File: src/rtl/scadere_seriala_pkg.sv
// Shared definitions for the bit-serial subtractor: FSM encoding, default width
// and the counter-width helper.
package scadere_seriala_pkg;

    localparam int W_DEFAULT = 4;

    typedef enum logic [1:0] {
        S_IDLE  = 2'd0,
        S_SHIFT = 2'd1,
        S_DONE  = 2'd2
    } state_t;

    // Bit count of a counter that must reach w-1; a 1-bit floor keeps w=1 legal.
    function automatic int count_width(input int w);
        return (w > 1) ? $clog2(w) : 1;
    endfunction

endpackage

File: src/rtl/scadere_seriala_bit.sv
// One-bit full subtractor: diff = a - b - bin, with the borrow passed on in bout.
module scadator_bit (
    input  logic a,
    input  logic b,
    input  logic bin,
    output logic diff,
    output logic bout
);

    assign diff = a ^ b ^ bin;
    assign bout = (~a & b) | (~(a ^ b) & bin);

endmodule

File: src/rtl/scadere_seriala.sv
// Bit-serial W-bit subtractor d = x - y mod 2^W, LSB first, one bit per clock.
// The final borrow b_out is 1 exactly when x < y.
module scadere_seriala
    import scadere_seriala_pkg::*;
#(
    parameter int W = W_DEFAULT
) (
    input  logic         clk,
    input  logic         rst_n,
    input  logic         start,
    input  logic [W-1:0] x,
    input  logic [W-1:0] y,
    output logic         busy,
    output logic         done,
    output logic [W-1:0] d,
    output logic         b_out
);

    localparam int CW = count_width(W);
    localparam logic [CW-1:0] LAST = CW'(W - 1);

    state_t         state_q, state_d;
    logic [W-1:0]   xs_q, xs_d;
    logic [W-1:0]   ys_q, ys_d;
    logic [W-1:0]   ds_q, ds_d;
    logic [CW-1:0]  count_q, count_d;
    logic           borrow_q, borrow_d;
    logic [W-1:0]   res_q, res_d;
    logic           b_out_q, b_out_d;

    logic           bit_diff;
    logic           bit_bout;

    scadator_bit u_bit (
        .a    (xs_q[0]),
        .b    (ys_q[0]),
        .bin  (borrow_q),
        .diff (bit_diff),
        .bout (bit_bout)
    );

    always_comb begin
        state_d  = state_q;
        xs_d     = xs_q;
        ys_d     = ys_q;
        ds_d     = ds_q;
        count_d  = count_q;
        borrow_d = borrow_q;
        res_d    = res_q;
        b_out_d  = b_out_q;

        case (state_q)
            S_IDLE: begin
                if (start) begin
                    state_d  = S_SHIFT;
                    xs_d     = x;
                    ys_d     = y;
                    borrow_d = 1'b0;
                    count_d  = '0;
                end
            end
            S_SHIFT: begin
                borrow_d = bit_bout;
                ds_d     = {bit_diff, ds_q[W-1:1]};
                xs_d     = xs_q >> 1;
                ys_d     = ys_q >> 1;
                count_d  = count_q + CW'(1);
                // Results are latched on the last shift edge so they are already
                // valid while done is high; the counter is parked at zero.
                if (count_q == LAST) begin
                    state_d = S_DONE;
                    count_d = '0;
                    res_d   = {bit_diff, ds_q[W-1:1]};
                    b_out_d = bit_bout;
                end
            end
            S_DONE: begin
                state_d = S_IDLE;
            end
            default: begin
                state_d = S_IDLE;
            end
        endcase
    end

    always_ff @(posedge clk or negedge rst_n) begin
        if (!rst_n) begin
            state_q  <= S_IDLE;
            xs_q     <= '0;
            ys_q     <= '0;
            ds_q     <= '0;
            count_q  <= '0;
            borrow_q <= 1'b0;
            res_q    <= '0;
            b_out_q  <= 1'b0;
        end else begin
            state_q  <= state_d;
            xs_q     <= xs_d;
            ys_q     <= ys_d;
            ds_q     <= ds_d;
            count_q  <= count_d;
            borrow_q <= borrow_d;
            res_q    <= res_d;
            b_out_q  <= b_out_d;
        end
    end

    assign busy  = (state_q == S_SHIFT) || (state_q == S_DONE);
    assign done  = (state_q == S_DONE);
    assign d     = res_q;
    assign b_out = b_out_q;

endmodule

File: config.mk
export PLATFORM = sky130hd
export DESIGN_NAME = scadere_seriala
export DESIGN_NICKNAME = d
export VERILOG_FILES = /design/src/rtl/scadere_seriala_pkg.sv /design/src/rtl/scadere_seriala_bit.sv /design/src/rtl/scadere_seriala.sv
export SDC_FILE = /design/constraint.sdc
export NUM_CORES = 1
export LEC_CHECK = 0
export CAP_MARGIN = 20
export CORE_MARGIN = 4
export CORE_UTILIZATION = 35
export CTS_BUF_LIST = sky130_fd_sc_hd__clkbuf_8 sky130_fd_sc_hd__clkbuf_16
export DETAILED_ROUTE_END_ITERATION = 10
export PLACE_DENSITY = 0.68
export SKIP_LAST_GASP = 1
export SYNTH_ARGS = -nofsm -noshare
export SYNTH_HDL_FRONTEND = slang
export SYNTH_SLANG_ARGS = --single-unit
export TNS_END_PERCENT = 20
File: constraint.sdc
create_clock -name clk -period 3.49 [get_ports clk]
set_input_delay 0.5235 -clock clk [delete_from_list [all_inputs] [get_ports clk]]
set_output_delay 0.5235 -clock clk [all_outputs]
set_load 0.01 [all_outputs]
**Yosys cells after proc, flatten, opt, wreduce, memory -nomap -nowiden**

Cells that the tools add are included.

- Bits of input ports: 11
- Output and inout port bits: 7
- Register bits after elaboration: 22
- Word-level logic and storage cells: 39

- Muxes and demuxes: 12
- Equality and inequality tests: 5
- Bitwise logic cells: 7
- Reductions and logical operators: 6
- Add/subtract/negate cells: 1

Operators by type and width:

| operator | count |
|---|---|
| $pmux W4 S2 | 2 |
| $mux W2 | 4 |
| $mux W4 | 2 |
| $pmux W2 S2 | 2 |
| $reduce_and A2 Y1 | 3 |
| $eq A2 B2 Y1 const B | 2 |
| $ne A2 B2 Y1 const B | 2 |
| $add A2 B1 Y2 const B | 1 |
| $and A1 B1 Y1 | 2 |
| $eq A2 B1 Y1 const B | 1 |
| $logic_not A2 Y1 | 1 |
| $not A1 Y1 | 2 |
| $pmux W1 S2 | 1 |
| $reduce_bool A2 Y1 | 1 |
| $xor A1 B1 Y1 | 2 |
| $logic_or A1 B1 Y1 | 1 |
| $mux W1 | 1 |
| $or A1 B1 Y1 | 1 |

**Depth between registers and ports, before layout**

- Depth after elaboration: 5
- Mapped depth: 6
- Gate-level depth less buffers: 5

**Cells and area by module**

From an unflattened synthesis, not the netlist that was laid out.

- Cells, all modules: 85
- Area, all modules: 1057.3 µm²

Modules (own cells, without submodules):

| module | cells each | area each (µm²) | seq. area each (µm²) | times used |
|---|---|---|---|---|
| scadere_seriala | 81 | 1026.0 | 525.5 | 1 |
| scadator_bit | 4 | 31.3 | 0.0 | 1 |

**Worst setup path after synthesis**

Ideal clock, no wire load.

- Path kind: register to register
- Start: register state_q[0]
- End: register state_q[1]
- Library setup time: 0.125 ns
- Clock period less this slack: 1.411 ns
- Arrival time: 1.286 ns
- Setup slack: 2.079 ns
- Stages on the path, launching flop included: 6
- Cell sequence: dfrtp_1 inv_1 ha_1 and2b_4 nor2_2 mux2_4

- Cells in the longest elaborated chain, start to end: 3
- Elaborated cells on any way between the ends: 6
- Classes of those cells: eq/ne (3); mux (1); reduce/logical (2)

Ends and longest elaborated chain:

| what | line | source |
|---|---|---|
| from (decl) | scadere_seriala.sv:22 | `state_t state_q, state_d;` |
| from (signal assigned) | scadere_seriala.sv:97 | `state_q <= state_d;` |
| $eq A2 B1 Y1 / $logic_not A2 Y1 (equally long branches) | scadere_seriala.sv:52 | `case (state_q)` |
| $ne A2 B2 Y1 (no line) | n/a |  |
| $reduce_and A2 Y1 (no line) | n/a |  |

Parallel ways exist; a longest one is shown, timed or not.
A chain may end at the register's enable or synchronous reset.

**Worst setup path after layout**

- Start: register state_q[0]
- End: output busy

- Cells in the longest elaborated chain, start to end: 2
- Elaborated cells on any way between the ends: 3
- Classes of those cells: eq/ne (2); reduce/logical (1)

Ends and longest elaborated chain:

| what | line | source |
|---|---|---|
| $eq A2 B1 Y1 / $eq A2 B2 Y1 (equally long branches) | scadere_seriala.sv:108 | `assign busy = (state_q == S_SHIFT) \|\| (state_q == S_DONE);` |
| $logic_or A1 B1 Y1 (*) | scadere_seriala.sv:108 |  |
| to (decl) | scadere_seriala.sv:13 | `output logic busy,` |

Mark *: on every way between the ends. The rest lies on a longest branch, timed or not.

==> impl_results.md <==
* All-Layer GR Usage at roughly a tenth
* Worst Setup Path Type: reg2out
* Reg-to-reg startpoint: state_q[1]$_DFFE_PN0P_
* Vias in the first global route at 767
* Area contributors post-synth: dfrtp_1 (49%), mux2_2 (7.4%), ha_1 (5.9%)
* CTS clk-pin slew, worst paths at 0.08 ns
* Highest-delay cell along the critical path: clkdlybuf4s50_1
* Crit share post-route at approximately three fifths
* Min cycle time layout at 2.053 ns
* Clock Tree Buf Depth at 2
* Top Family by Delay on Critical Path: buffers and inverters
* Met2 WL at about 870 um
* Worst setup EP type: output pin
* HP Start: b_out$_DFFE_PN0P_
* Synth area leader: dfrtp_1
* Row count at 19
* WL final at 1.889 mm
* Arrival time worst endpoint at roughly 1.5 ns
* Post-synthesis async set-or-reset flop share at 100.0%
* CP max FO at 4
* Worst Clk Skew at slightly above 0.005 ns
* Run status: completed
* DR DRC count at 0
* Setup Viol. Count Final at 0
* Hold Path Depth at 2
* Startpoint type of the worst setup path: flip-flop
* Worst IR Drop VDD at between 300 and 400 uV
* Die X at 63.19 um
* YS warnings at 0
* TritonCTS sink count at 21
* Die Area at between 3000 and 4000 sq um
* Reg-to-reg setup timing slack at 1.52 ns
* Final #Nets at about 120
* Multiplexer share of the synthesized area at 8.803%
* Diodes inserted at 0
* GR Overflow Total at 0
* Largest family of logic cells by synthesized area: simple AND/OR/NAND/NOR gates
* CTS tree: yes
* Compound-Gate Fraction of Synth Area at 14.55%
* Max cap viols at 0
* IO Pins at 18
* Via density at 5.350
* Largest net degree at the start of global routing at 23
* Cell Pwr Density at 851.3 nW/um^2
* Port bufs at 17
* DP Wirelength at between 1 and 1.5 mm
* Area of the core at 2829 sq um
* Max Slew Vio Count at 0
* Wire length on met3 at 81 um
* First-pass GRT wire length at 3.298 mm
* Avg WL per Cell at 13.79 um
* HP Class: reg2reg
* Adder-Cell Fraction of Synth Area at 7.746%
* Hold endpoint: b_out$_DFFE_PN0P_
* RR Endpoint: d[2]$_DFFE_PN0P_
* Highest routed layer: met3
* Iteration-0 DRC Markers at 14
* Metal-1 WL at slightly above 900 um
* Design area at 1294 sq um
* Initial antenna violation count at 0
* Worst path cell trace: inv_1 -> ha_1 -> clkdlybuf4s50_1
* H-tree depth at 1
* Ys flop type: dfrtp_1
* Unique masters post-synth at 32
* Max Clk Rate at 487.1 MHz
* Max incr delay on CP at 0.52 ns
* Buf/Inv on CP at 2
* Number of synthesized flops with an enable pin at 0
* Antenna viol nets, final at 0
* Syn avg cell area at between 10 and 15 sq um
* Seq cells post-synth at 21
* Number of CTS-inserted buffers at 3
* Worst Max-Slew Pin Slew at 0.9349 ns
* Final hold violations at 0
* Starting density of the core at 37.68%
* Die Y at roughly 63 um
* Worst-Skew Late Latency at 0.26 ns
* TNS Setup at 0 ns
* # hold bufs at CTS at 0
* Max-slew headroom at 37.48%
* Placed inst area at around 1200 sq um
* Req. time, crit path at 2.97 ns
* Setup Fix Bufs, Post-CTS at 0
* Vias at around 730
* Routability Congestion at approximately 0.78
* RSZ-0062 raised after global routing: no
* Cells after synthesis at 89
* Syn Nets at 106
* Share of layout cells above drive strength 1 at 16.04%
* Post-synthesis sequential area ratio at ~50%
* Mapped Area at 1066 sq um
* Post_cts resized at 0
* Drt pass-1 iters at 4
* Clock Tree Root: clkbuf_8
* Yosys top cell area share at about 49%
* Area grow syn2layout at 21.36%
* Simple-Gate Fraction of Synth Area at ~16%
* Static Leak at 0.5540 nW
* Cell depth of the worst flop-to-flop path at 4
* Synth Area in XOR/XNOR at 0%
==> worst max-delay path by stage <==
stage	start	to	slack, ns	cells after the start
2_1_floorplan	state_q[0]$_DFFE_PN0P_	state_q[1]$_DFFE_PN0P_	2.08	5
3_3_place_gp	start	ys_q[1]$_DFFE_PN0P_	1.53	4
3_5_place_dp	start	ys_q[1]$_DFFE_PN0P_	1.48	4
4_1_cts	state_q[0]$_DFFE_PN0P_	busy	1.42	3
5_1_grt	state_q[0]$_DFFE_PN0P_	busy	1.36	3
6_report	state_q[0]$_DFFE_PN0P_	busy	1.44	3
==> layout by cell type, fill, tap and decap left out, types with 2 or more instances in the layout <==
cell type,count
inv_1,4
o21ai_0,4
nand2_1,6
ha_1,5
mux2_2,7
o22a_1,5
clkdlybuf4s50_1,17
nand2b_1,3
dfrtp_1,21
nand3_1,5
clkbuf_8,3
o221a_1,3
nand3b_1,2
nand4b_1,3
nor2b_1,2
==> per-stage QoR <==
step / setup slack [ns] / utilization, % / instances / hold slack [ns] / total power [mW]
floorplan: 2.079 / - / 89 / 0.2279 / 0.8044
global placement: 1.531 / 44.10 / 133 / 0.4629 / 0.9416
finish: 1.437 / 45.73 / 137 / 0.4775 / 1.101
CTS: 1.418 / 45.73 / 137 / 0.4879 / 1.113
global route: 1.365 / 45.73 / 137 / 0.5174 / 1.192
detailed placement: 1.480 / 44.10 / 133 / 0.4708 / 0.9566
==> flip-flops by register name, indices dropped and copies added (netlist names) <==
name,count
state_q,2
count_q,2
ds_q,3
ys_q,4
b_out,1
borrow_q,1
xs_q,4
d,4
==> synthesized netlist by cell type (all sizes together), types with 3 or more instances <==
cell type / instances
o22a: 5
inv: 4
buf: 3
o21ai: 5
dfrtp: 21
nand3: 5
o221a: 4
nand2b: 3
nand4b: 3
mux2: 8
ha: 5
nand2: 7
==> routing by layer <==
metal  global-route usage [%]  vias up
li1                         -      359
met1                    13.65      358
met2                    16.07       16
met3                    3.375        0
met4                   0.8086        0
met5                        0        -
==> where the power goes <==
| part | switching (mW) | leakage (nW) | internal [mW] | total (mW) |
|---|---|---|---|---|
| combinational | 0.248 | 0.265 | 0.281 | 0.528 |
| sequential | 0.0693 | 0.263 | 0.347 | 0.416 |
| clock | 0.0772 | 0.0255 | 0.0794 | 0.157 |
| total | 0.394 | 0.554 | 0.707 | 1.10 |
==> cell type report <==
class	instances	area [sq um]
sequential	21	525.5
clock buffer	3	41.29
fill	263	1535
tap	31	38.79
multi-input combinational	60	498.0
clock inverter	1	5.005
timing repair buffer	17	170.2
inverter	4	15.01
==> cells by family after synthesis <==
group / Yosys count
AOI/OAI and AO/OA: 19
adders and majority gates: 6
DFF: 21
buffers and inverters: 8
muxes: 8
and+or+nand+nor: 27
==> worst register-to-register path: cells and delay by family (launching register included) <==
| family | cells | cell delay (ns) |
|---|---|---|
| adder cells (fa/ha/maj) | 1 | 0.68 |
| buffers and inverters | 1 | 0.10 |
| flip-flops | 1 | 0.41 |
| multiplexers | 1 | 0.35 |
| AND/OR/NAND/NOR | 1 | 0.32 |
Power figures use the tool's default switching activity.
